File: src/rtl/serial_to_parallel_sync.sv
// Serial-to-parallel receiver: slides over the bit stream for a comma symbol,
// confirms byte alignment with consecutive commas, then emits aligned bytes.
module serial_to_parallel_sync #(
  parameter logic [7:0]  COM        = 8'hBC,
  parameter int unsigned LOCK_COUNT = 4
) (
  input  logic       clk_32f,
  input  logic       reset_L,
  input  logic       data_in,
  output logic [7:0] data_out,
  output logic       valid_out,
  output logic       byte_strobe,
  output logic       active
);

  localparam int unsigned BYTE_W    = 8;
  localparam int unsigned CNT_W     = 3;
  localparam int unsigned COM_CNT_W = 4;

  typedef enum logic [1:0] {
    SEARCH = 2'd0,
    ALIGN  = 2'd1,
    ACTIVE = 2'd2
  } state_t;

  state_t                 r_state;
  logic [BYTE_W-1:0]      r_sr;
  logic [CNT_W-1:0]       r_cnt;
  logic [COM_CNT_W-1:0]   r_com_cnt;
  logic [BYTE_W-1:0]      r_data_out;
  logic                   r_valid_out;
  logic                   r_byte_strobe;
  logic                   r_active;

  logic [BYTE_W-1:0]      w_nxt;
  logic                   w_is_com;
  logic                   w_boundary;
  logic [COM_CNT_W-1:0]   w_com_cnt_inc;

  // Candidate byte includes the bit arriving on this edge.
  assign w_nxt         = {r_sr[BYTE_W-2:0], data_in};
  assign w_is_com      = (w_nxt == COM);
  assign w_boundary    = (r_cnt == CNT_W'(BYTE_W - 1));
  assign w_com_cnt_inc = r_com_cnt + COM_CNT_W'(1);

  always_ff @(posedge clk_32f or negedge reset_L) begin
    if (!reset_L) begin
      r_sr <= '0;
    end else begin
      r_sr <= w_nxt;
    end
  end

  // Alignment FSM with registered byte outputs.
  always_ff @(posedge clk_32f or negedge reset_L) begin
    if (!reset_L) begin
      r_state       <= SEARCH;
      r_cnt         <= '0;
      r_com_cnt     <= '0;
      r_data_out    <= '0;
      r_valid_out   <= 1'b0;
      r_byte_strobe <= 1'b0;
      r_active      <= 1'b0;
    end else begin
      r_byte_strobe <= 1'b0;
      if (r_state != SEARCH) begin
        r_cnt <= r_cnt + CNT_W'(1);
      end
      case (r_state)
        SEARCH: begin
          if (w_is_com) begin
            r_cnt     <= '0;
            r_com_cnt <= COM_CNT_W'(1);
            if (LOCK_COUNT == 1) begin
              r_state  <= ACTIVE;
              r_active <= 1'b1;
            end else begin
              r_state  <= ALIGN;
            end
          end
        end
        ALIGN: begin
          if (w_boundary) begin
            if (w_is_com) begin
              r_com_cnt <= w_com_cnt_inc;
              if (w_com_cnt_inc == COM_CNT_W'(LOCK_COUNT)) begin
                r_state  <= ACTIVE;
                r_active <= 1'b1;
              end
            end else begin
              // A misaligned comma lands here too; alignment restarts from scratch.
              r_state   <= SEARCH;
              r_com_cnt <= '0;
            end
          end
        end
        ACTIVE: begin
          if (w_boundary) begin
            r_data_out    <= w_nxt;
            r_valid_out   <= !w_is_com;
            r_byte_strobe <= 1'b1;
          end
        end
        default: begin
          r_state <= SEARCH;
        end
      endcase
    end
  end

  assign data_out    = r_data_out;
  assign valid_out   = r_valid_out;
  assign byte_strobe = r_byte_strobe;
  assign active      = r_active;

endmodule

File: config.mk
export PLATFORM = sky130hd
export DESIGN_NAME = serial_to_parallel_sync
export DESIGN_NICKNAME = d
export VERILOG_FILES = /design/src/rtl/serial_to_parallel_sync.sv
export SDC_FILE = /design/constraint.sdc
export NUM_CORES = 1
export LEC_CHECK = 0
export BUFFER_PORTS_ARGS = -buffer_cell sky130_fd_sc_hd__clkbuf_2
export CORE_UTILIZATION = 35
export CTS_CLUSTER_SIZE = 16
export DETAILED_ROUTE_END_ITERATION = 8
export GPL_ROUTABILITY_DRIVEN = 1
export GPL_TIMING_DRIVEN = 0
export PLACE_DENSITY = 0.57
export SYNTH_ARGS = -nofsm -noshare
export SYNTH_HDL_FRONTEND = slang
export SYNTH_SLANG_ARGS = --single-unit
File: constraint.sdc
create_clock -name clk_32f -period 4.95 [get_ports clk_32f]
set_input_delay 0.7425 -clock clk_32f [delete_from_list [all_inputs] [get_ports clk_32f]]
set_output_delay 0.7425 -clock clk_32f [all_outputs]
set_load 0.05 [all_outputs]
After elaboration in Yosys (flattened, before gate mapping) --
Index checks and enable logic that the tools add are counted.
Word-level totals: logic and storage cells 41, register bits 27
Cells by class: reduce and logical (&&, ||, !) cells 8, equal/unequal tests 8, add/subtract/negate cells 2, multiplexer cells 14, bitwise gates (word level) 1
Operators with widths (number):
- 4-bit two-way mux | 3
- 3-bit two-way mux | 3
- 8-bit == test (second input constant) | 1
- 2-bit two-way mux | 4
- 4-bit case mux with 2 select lines | 1
- 4-bit AND reduction | 2
- 2-bit case mux with 3 select lines | 1
- 4-bit by 1-bit adder with 4-bit output (second input constant) | 1
- 4-bit by 3-bit == test with 1-bit output (second input constant) | 1
- 2-bit inequality test (second input constant) | 2
- 2-bit nonzero test | 2
- 3-bit by 1-bit adder with 3-bit output (second input constant) | 1
- 3-bit == test (second input constant) | 1
- 3-bit inequality test (second input constant) | 1
- 3-bit AND reduction | 1
- 2-bit by 1-bit == test with 1-bit output (second input constant) | 1
- 2-bit == test (second input constant) | 1
- 2-bit logical NOT | 1
- 1-bit two-way mux | 2
- 2-bit AND reduction | 1
- 1-bit logical NOT | 1
- 1-bit NOT | 1

Logic depth before layout (Yosys ltp) --
Gate-level depths: netlist (run 1).
depth after elaboration 6, depth in mapped cells 7, gate-level depth less buffers 6

Worst setup path before layout (run 1) --
No wires, ideal clock.
path kind input to register, from input data_in, to register r_com_cnt[2], data required time 4.826 ns, arrival time 1.783 ns, path slack 3.043 ns, path buffers 0, setup time 0.124 ns, stages 4, path through or4b_4 nor2_8 o21ai_2 a211o_1
Between the ends: cells in the longest elaborated chain, start to end 4, elaborated cells on any way between the ends 6, classes of those cells eq/ne (2); mux (3); reduce/logical (1)
Ends and longest elaborated chain:
- from (decl) | RTL line 9 | input logic data_in,
- 8-bit == test * | RTL line 42 | assign w_is_com = (w_nxt == COM);
- 4-bit two-way mux | RTL line 84 | if (w_is_com) begin
- 4-bit two-way mux | RTL line 83 | if (w_boundary) begin
- 4-bit case mux with 2 select lines | RTL line 69 | case (r_state)
- to (signal assigned) | RTL line 85 | r_com_cnt <= w_com_cnt_inc;
- to (decl) | RTL line 29 | logic [COM_CNT_W-1:0] r_com_cnt;
Mark *: on every way between the ends. The rest lies on a longest branch, timed or not. The select of a mux whose other input is x is not followed. A chain may end at the register's enable or synchronous reset.

Final worst setup path (run 1) --
from register r_cnt[0], to register r_data_out[5], in the netlist data_out[5]
Between the ends: cells in the longest elaborated chain, start to end 2
Ends and longest elaborated chain:
- from (decl) | RTL line 28 | logic [CNT_W-1:0] r_cnt;
- from (signal assigned) | RTL line 67 | r_cnt <= r_cnt + CNT_W'(1);
- 3-bit == test | RTL line 43 | assign w_boundary = (r_cnt == CNT_W'(BYTE_W - 1));
- 2-bit AND reduction (no line)
- to (signal assigned) | RTL line 99 | r_data_out <= w_nxt;
- to (decl) | RTL line 30 | logic [BYTE_W-1:0] r_data_out;
No other way between the ends.

==> out/qor.json, run 1 <==
{
  "totalWireLength_um": 1950,
  "min_path_type": "input port to asynchronous set/reset pin",
  "dr_total_vias": 725,
  "finish.utilization_pct": 41.8,
  "floorplan.die_area_mm2": 0.00349,
  "timing_worst_slew_pin_value_ns": 0.638,
  "chipHeight_um": 59.1,
  "ordered_cell_list_for_the_critical_path": "ha_1, ha_1, inv_1, or3_1, buf_2, mux2_2",
  "critPathMaxStageDelay_ns": 0.39,
  "finClkSkew_ns": 0.00836,
  "globalplace.congestion": 0.742,
  "coreArea_mm2": 0.00308,
  "fp.dieW_um": 59.1,
  "ys_seq_elements": 27,
  "cts.root.buffer_cell": "clkbuf_4",
  "synth.yosys.warnings": 0,
  "ios": 14,
  "num_rows": 20,
  "synth.yosys.seq_area_share_pct": 59.3,
  "post_synth_top_area_share_pct": 59.3,
  "clk_pin_slew_worst_paths_ns": 0.14,
  "vdd_ir_drop_max_uv": 129,
  "instances_no_fill": 147,
  "cts_tree": "yes",
  "numPlacedInstances": 143,
  "final.min_clock_period_ns": 1.81,
  "remaining_drc_errors": 0,
  "global_route_wire_length_before_repair_um": 3340,
  "area_growth_pct": 13.0,
  "max_cap_violations": 0,
  "maxSlewViolCount": 0,
  "clock.fmax_mhz": 551,
  "grt_antenna_before_repair": 0,
  "worst_skew_pair.late_latency_ns": 0.32,
  "grt_setup_unrepaired": "false",
  "multiInputGateArea_um2": 440,
  "synth.lib_cells_used.distinct": 31,
  "postSynthCellCount": 86,
  "total_placed_instance_area_mm2": 0.00126,
  "worst-path-max-fanout": 10,
  "synth_area_mm2": 0.00114,
  "num-fill-cells": 290,
  "synth-main-ff-cell": "dfrtp_1",
  "powerDensity_mw_per_mm2": 271,
  "worst_path_buf_inv": 2,
  "crit_path_start_kind": "register",
  "p_total_uw": 349,
  "wl_per_cell_um": 13.3,
  "report.final.setup_viol": 0,
  "ant_nets": 0,
  "number_of_global_route_vias_before_repair": 706,
  "tritoncts_num_sinks": 27,
  "firstDrtPassIters": 4,
  "cts_hold_buffers": 0,
  "worst_path_most_repeated_cell": "ha_1",
  "cts.repair.resized": 0,
  "worstSetupPathType": "register to register",
  "post-route-period-util_pct": 36.6,
  "vias_per_cell": 4.93,
  "synthArstFlopShare_pct": 100,
  "hold_viol": 0,
  "effective_utilization_at_floorplan_pct": 37.0,
  "diode_count": 0,
  "clock_path_buffers": 2,
  "slew_headroom_pct": 57.5,
  "design.final.nets": 111,
  "grt_overflow": 0,
  "cts_made_buffers": 3,
  "synth.most_common_cell": "dfrtp_1",
  "netlist_top_cells_count": "dfrtp_1 (27), mux2_2 (8), o21ai_0 (7), nand2_1 (6), ha_1 (4)",
  "synth_enable_flop_cells": 0,
  "run_status": "finished clean",
  "synth.net_count": 93,
  "critical_path.endpoint_type": "register",
  "critPathRequiredTime_ns": 5.17,
  "place_ws_ns": 2.82,
  "io_buffer_count": 13,
  "fin_hold_ws_ns": 0.415,
  "critical_path_arrival_ns": 2.03,
  "synth.largest_area_cell": "dfrtp_1",
  "post-route-cell-area_mm2": 0.00129,
  "global_route.usage.total_pct": 13.2,
  "detail_route.iter0.violations": 31,
  "yosys-top-cells-area": "dfrtp_1 (59%), mux2_2 (7.9%), ha_1 (4.4%), o21ai_0 (3.1%), nand2_1 (2.0%)",
  "crit_path_top_delay_cell": "dfrtp_1",
  "synth_area_per_cell_um2": 13.3,
  "fin_ws_ns": 3.14,
  "finalSetupTns_ns": 0,
  "post_cts_buffers": 0,
  "startpoint": "r_cnt[0]",
  "cpLargestDelayFamily": "adder cells",
  "drive_gt1_share_pct": 32.0,
  "cts-htree-levels": 1,
  "worst_r2r_startpoint": "r_cnt[0]",
  "area.sequential_um2": 676,
  "grt_max_degree": 28,
  "cellLeakagePower_nw": 0.624,
  "dpl.hpwl_um": 1400
}
## path summary, 6_finish.rpt
path                                to  slack [ns]  cells after the start
max in group asynchronous    valid_out        4.12                      1
min                        data_out[1]        0.41                      1
min in group clk_32f           r_sr[2]        0.42                      0
min reg2reg                    r_sr[2]        0.42                      0
max                        data_out[5]        3.14                      6
max reg2reg                data_out[5]        3.14                      6
## worst register-to-register path: cells and delay by family, from the launching register on
kind / cells / cell delay (ns)
buffers and inverters: 2 / 0.31
DFF: 1 / 0.39
adders and majority gates: 2 / 0.41
muxes: 1 / 0.29
and+or+nand+nor: 1 / 0.34
## sequential cells by signal, indices dropped and copies added (netlist names)
register,cells
data_out,8
r_sr,7
r_com_cnt,4
r_cnt,3
r_state,2
active,1
byte_strobe,1
valid_out,1
## layer usage
metal / vias up / track usage (%) / part of all wire, %
met5: - / 0 / 0
met4: 0 / 6.12 / 1.5
met3: 2 / 2.62 / 3.6
met2: 16 / 21.1 / 49
met1: 350 / 17.3 / 45
li1: 357 / - / -
## logic make-up (layout without fill, tap and decap cells)
kind of cell / Yosys count / after routing / synth area share, %
xor+xnor: 1 / 1 / 0.769
flops: 27 / 27 / 59.3
mux: 8 / 8 / 7.90
compound gates: 21 / 21 / 13.6
fa+ha+maj: 4 / 4 / 4.39
simple gates: 20 / 20 / 12.0
buf+inv: 5 / 22 / 2.09
## cell type report
class / instances / share of cell area, %
clock buffer: 3 / 1.75
sequential: 27 / 52.5
multi-input combinational: 54 / 34.2
inverter: 3 / 0.875
tap: 44 / 4.28
clock inverter: 1 / 0.389
timing repair buffer: 13 / 5.05
buffer: 2 / 0.972
## layout by cell type (no fill, tap or decap)
cell type and instances:
nand4b_1 2, clkbuf_2 13, o21bai_1 1, nor2b_1 3, o22ai_1 1, clkbuf_4 3, o31ai_1 2, nand4_1 1
inv_2 1, and4_2 1, nor2_8 1, inv_1 2, or3_1 1, mux2_2 8, o21ai_2 1, or4b_4 1
o22a_1 1, o21ai_0 7, nor3_1 1, a22o_1 2, nand2_1 6, o211ai_1 1, a2bb2oi_1 1, and3_1 2
a32o_2 1, a211o_1 1, dfrtp_1 27, clkinv_2 1, buf_4 1, a32o_1 2, ha_1 4, nor2_1 1
buf_2 1, xnor2_1 1
## power by group
group	switching (mW)	total [mW]	internal [mW]
clock	0.0626	0.0928	0.0302
combinational	0.0197	0.0253	0.00564
sequential	0.00380	0.231	0.227
total	0.0861	0.349	0.263
(Power assumes the default switching activity.)
==> run 2: changes to the inputs <==
--- a/config.mk
+++ b/config.mk
@@ -5,6 +5,7 @@
 export SDC_FILE = /design/constraint.sdc
 export NUM_CORES = 1
 export LEC_CHECK = 0
+export ABC_AREA = 1
 export BUFFER_PORTS_ARGS = -buffer_cell sky130_fd_sc_hd__clkbuf_2
 export CORE_UTILIZATION = 35
 export CTS_CLUSTER_SIZE = 16
==> constraint.sdc (replaced) <==
create_clock -name clk_32f -period 1.7 [get_ports clk_32f]
set_input_delay 0.255 -clock clk_32f [delete_from_list [all_inputs] [get_ports clk_32f]]
set_output_delay 0.255 -clock clk_32f [all_outputs]
set_load 0.05 [all_outputs]
==> out/qor.json, run 2 <==
{
  "run_status": "finished clean",
  "critical_path_arrival": {"value": 1.77, "unit": "ns", "change": "-0.26 ns"},
  "cts_tree": "yes",
  "floorplan.die_area": {"value": 0.00359, "unit": "mm²", "change": "+2.9%"},
  "power_report.internal_total": {"value": 768, "unit": "µW", "change": "+190%"},
  "firstDrtPassIters": {"value": 4, "change": "unchanged"},
  "max_cap_violations": {"value": 0, "change": "unchanged"},
  "clock.fmax": {"value": 666, "unit": "MHz", "change": "+21%"},
  "total_placed_instance_area": {"value": 0.00129, "unit": "mm²", "change": "+2.7%"},
  "pwr-share-comb": {"value": 7.7, "unit": "%", "change": "+0.4 points"},
  "r2r.worst_path.cells": {"value": 9, "change": "+3"},
  "tritoncts_num_sinks": {"value": 27, "change": "unchanged"},
  "diode_count": {"value": 0, "change": "unchanged"},
  "cts_made_buffers": {"value": 3, "change": "unchanged"},
  "global_route.usage.total": {"value": 13.6, "unit": "%", "change": "+0.38 points"},
  "net_switching_fraction_of_the_power": {"value": 25.5, "unit": "%", "change": "+0.83 points"},
  "worstSetupPathType": "register to register",
  "timing_worst_slew_pin_value": {"value": 0.666, "unit": "ns", "change": "+0.0278 ns"},
  "postSynthCellCount": {"value": 126, "change": "+47%"},
  "ios": {"value": 14, "change": "unchanged"},
  "effective_utilization_at_floorplan": {"value": 37.5, "unit": "%", "change": "+0.49 points"},
  "area.sequential": {"value": 676, "unit": "µm²", "change": "unchanged"},
  "synth.largest_area_cell": "dfrtp_1",
  "synth.yosys.warnings": {"value": 0, "change": "unchanged"},
  "largest_register_ffs": {"value": 8, "change": "unchanged"},
  "global_route_wire_length_before_repair": {"value": 3530, "unit": "µm", "change": "+5.8%"},
  "synth_area_per_cell": {"value": 9.31, "unit": "µm²", "change": "-30%"},
  "finalSetupTns": {"value": 0, "unit": "ns", "change": "unchanged"},
  "vias_per_cell": {"value": 4.53, "change": "-8.2%"},
  "number_of_global_route_vias_before_repair": {"value": 747, "change": "+5.8%"},
  "vdd_ir_drop_max": {"value": 451, "unit": "µV", "change": "+250%"},
  "critical_path.endpoint_type": "register",
  "netlist_top_cells_count": "nand2_1 (42), dfrtp_1 (27), inv_1 (14), nand3_1 (10), nor2_1 (7)",
  "fin_hold_ws": {"value": 0.393, "unit": "ns", "change": "-0.0215 ns"},
  "mostFrequentLayoutCell": "nand2_1",
  "synth_enable_flop_cells": {"value": 0, "change": "unchanged"},
  "min_path_type": "register to register",
  "numPlacedInstances": {"value": 183, "change": "+28%"},
  "drive_gt1_share": {"value": 21.4, "unit": "%", "change": "-11 points"},
  "post_synth_top_area_share": {"value": 57.6, "unit": "%", "change": "-1.7 points"},
  "mostFrequentLayoutCells": "nand2_1 (42), dfrtp_1 (27), inv_1 (14)",
  "post-route-cell-area": {"value": 0.00134, "unit": "mm²", "change": "+4.4%"},
  "io_buffer_count": {"value": 13, "change": "unchanged"},
  "finClkSkew": {"value": 0.00738, "unit": "ns", "change": "-0.000981 ns"},
  "synth.most_common_cell": "nand2_1",
  "cellLeakagePower": {"value": 0.681, "unit": "nW", "change": "+9.2%"},
  "grt_setup_unrepaired": "false",
  "remaining_drc_errors": {"value": 0, "change": "unchanged"},
  "num_rows": {"value": 20, "change": "unchanged"},
  "clk_pin_slew_worst_paths": {"value": 0.14, "unit": "ns", "change": "about the same"},
  "share_clk_of_total_power": {"value": 27.2, "unit": "%", "change": "+0.6 points"},
  "globalplace.congestion": {"value": 0.767, "change": "+3.5%"},
  "totalWireLength": {"value": 2000, "unit": "µm", "change": "+2.8%"},
  "coreArea": {"value": 0.00313, "unit": "mm²", "change": "+1.6%"},
  "dr_total_vias": {"value": 856, "change": "+18%"},
  "dpl.hpwl": {"value": 1480, "unit": "µm", "change": "+5.7%"},
  "synth_area": {"value": 0.00117, "unit": "mm²", "change": "+3.0%"},
  "slew_headroom": {"value": 55.6, "unit": "%", "change": "-1.9 points"},
  "critPathRequiredTime": {"value": 1.97, "unit": "ns", "change": "-3.20 ns"},
  "crit_path_start_kind": "register",
  "hold_viol": {"value": 0, "change": "unchanged"},
  "synth.net_count": {"value": 133, "change": "+43%"},
  "report.final.setup_viol": {"value": 0, "change": "unchanged"},
  "sequentialPowerShare": {"value": 65.0, "unit": "%", "change": "-1.1 points"},
  "ys_seq_elements": {"value": 27, "change": "unchanged"},
  "chipHeight": {"value": 59.9, "unit": "µm", "change": "+1.4%"},
  "final.min_clock_period": {"value": 1.50, "unit": "ns", "change": "-0.313 ns"},
  "grt_antenna_before_repair": {"value": 0, "change": "unchanged"},
  "worst-path-max-fanout": {"value": 4, "change": "-6"},
  "multiInputGateArea": {"value": 430, "unit": "µm²", "change": "-2.3%"},
  "synth.lib_cells_used.distinct": {"value": 19, "change": "-39%"},
  "ant_nets": {"value": 0, "change": "unchanged"},
  "wl_per_cell": {"value": 10.6, "unit": "µm", "change": "-20%"},
  "place_ws": {"value": 0.223, "unit": "ns", "change": "-2.60 ns"},
  "post-route-period-util": {"value": 88.3, "unit": "%", "change": "+52 points"},
  "yosys-top-cells-area": "dfrtp_1 (58%), nand2_1 (13%), inv_1 (4.5%), ha_1 (4.3%), nand3_1 (4.3%)",
  "fp.dieW": {"value": 59.9, "unit": "µm", "change": "+1.4%"},
  "cts.repair.resized": {"value": 0, "change": "unchanged"},
  "powerDensity": {"value": 767, "unit": "mW/mm²", "change": "+180%"},
  "post_cts_buffers": {"value": 0, "change": "unchanged"},
  "instances_no_fill": {"value": 189, "change": "+29%"},
  "cts-htree-levels": {"value": 1, "change": "unchanged"},
  "grt_overflow": {"value": 0, "change": "unchanged"},
  "fin_ws": {"value": 0.199, "unit": "ns", "change": "-2.94 ns"},
  "grt_max_degree": {"value": 28, "change": "unchanged"},
  "num-fill-cells": {"value": 321, "change": "+11%"},
  "cts.root.buffer_cell": "clkbuf_4",
  "detail_route.iter0.violations": {"value": 31, "change": "unchanged"},
  "synthArstFlopShare": {"value": 100, "unit": "%", "change": "unchanged"},
  "synth-main-ff-cell": "dfrtp_1",
  "design.final.nets": {"value": 153, "change": "+38%"},
  "worst_skew_pair.late_latency": {"value": 0.32, "unit": "ns", "change": "about the same"},
  "cts_hold_buffers": {"value": 1, "change": "+1"},
  "number_of_stages_on_the_worst_hold_path": 0,
  "synth.yosys.seq_area_share": {"value": 57.6, "unit": "%", "change": "-1.7 points"},
  "clock_path_buffers": {"value": 2, "change": "unchanged"},
  "maxSlewViolCount": {"value": 0, "change": "unchanged"},
  "p_sw": {"value": 263, "unit": "µW", "change": "+210%"},
  "area_growth_pct": 14.5
}
==> run 2: changes by cell type in the layout (fill, tap and decap cells not counted), moves of 3 or more <==
cell / previous run / this run
inv_1: 2 / 14
mux2_2: 8 / 0
nand3_2: 0 / 3
o21ai_0: 7 / 3
nor2b_1: 3 / 0
nand2_1: 6 / 42
nand3_1: 0 / 10
nor2_1: 1 / 7
nand2_2: 0 / 3
==> run 2: power by group through the flow <==
stage | registers, mW | clock network (mW) | logic [mW]
6_report | 0.671 | 0.281 | 0.0798
5_1_grt | 0.674 | 0.325 | 0.0881
4_1_cts | 0.671 | 0.298 | 0.0801
3_5_place_dp | 0.683 | 0 | 0.0784
3_3_place_gp | 0.682 | 0 | 0.0775
2_1_floorplan | 0.717 | 0 | 0.0149
==> run 2: path summary, 6_finish.rpt <==
check,slack [ns],from,to
max in group asynchronous,0.80,reset_L,r_cnt[0]
min in group asynchronous,0.47,reset_L,r_cnt[2]
min reg2reg,0.39,r_sr[0],r_sr[1]
min,0.39,r_sr[0],r_sr[1]
max,0.20,r_cnt[0],r_state[0]
max reg2reg,0.20,r_cnt[0],r_state[0]
==> run 2: final cells by class <==
| type | count | area share (%) |
|---|---|---|
| Clock buffer | 3 | 1.68 |
| Tap cell | 44 | 4.10 |
| Inverter | 15 | 4.19 |
| Sequential cell | 27 | 50.3 |
| Multi-Input combinational cell | 83 | 32.0 |
| Clock inverter | 1 | 0.559 |
| Buffer | 1 | 0.838 |
| Timing Repair Buffer | 15 | 6.33 |
==> run 2: kinds of logic (layout without fill, tap and decap cells) <==
kind of cell	Yosys count	count (layout)	share of synthesized area [%]
AOI/OAI and AO/OA	10	10	5.76
and+or+nand+nor	69	69	26.7
adders and majority gates	4	4	4.26
DFF	27	27	57.6
buffers and inverters	16	35	5.76
==> run 2: through the flow <==
step	util (%)	power, mW
floorplan	-	0.732
CTS	42.6	1.05
global placement	41.4	0.760
detailed placement	41.4	0.761
finish	43.0	1.03
global route	43.0	1.09
==> run 2: routing by layer <==
layer / GRT usage (%) / share of wire, % / up-vias / routed length, µm
li1: - / - / 437 / -
met3: 3.25 / 3.9 / 2 / 78
met5: 0 / 0 / - / 0
met4: 4.98 / 0.95 / 0 / 19
met2: 19.4 / 44 / 18 / 884
met1: 20.0 / 51 / 399 / 1020
==> run 2: worst max-delay path, cell delays in order (launching register included) <==
cell and delay [ns]:
dfrtp_1 0.43, ha_1 0.21, ha_1 0.19, inv_1 0.11, nand2_1 0.13, nand2_1 0.09
inv_1 0.06, nand3_2 0.09, nand3_1 0.07, nand2_1 0.07
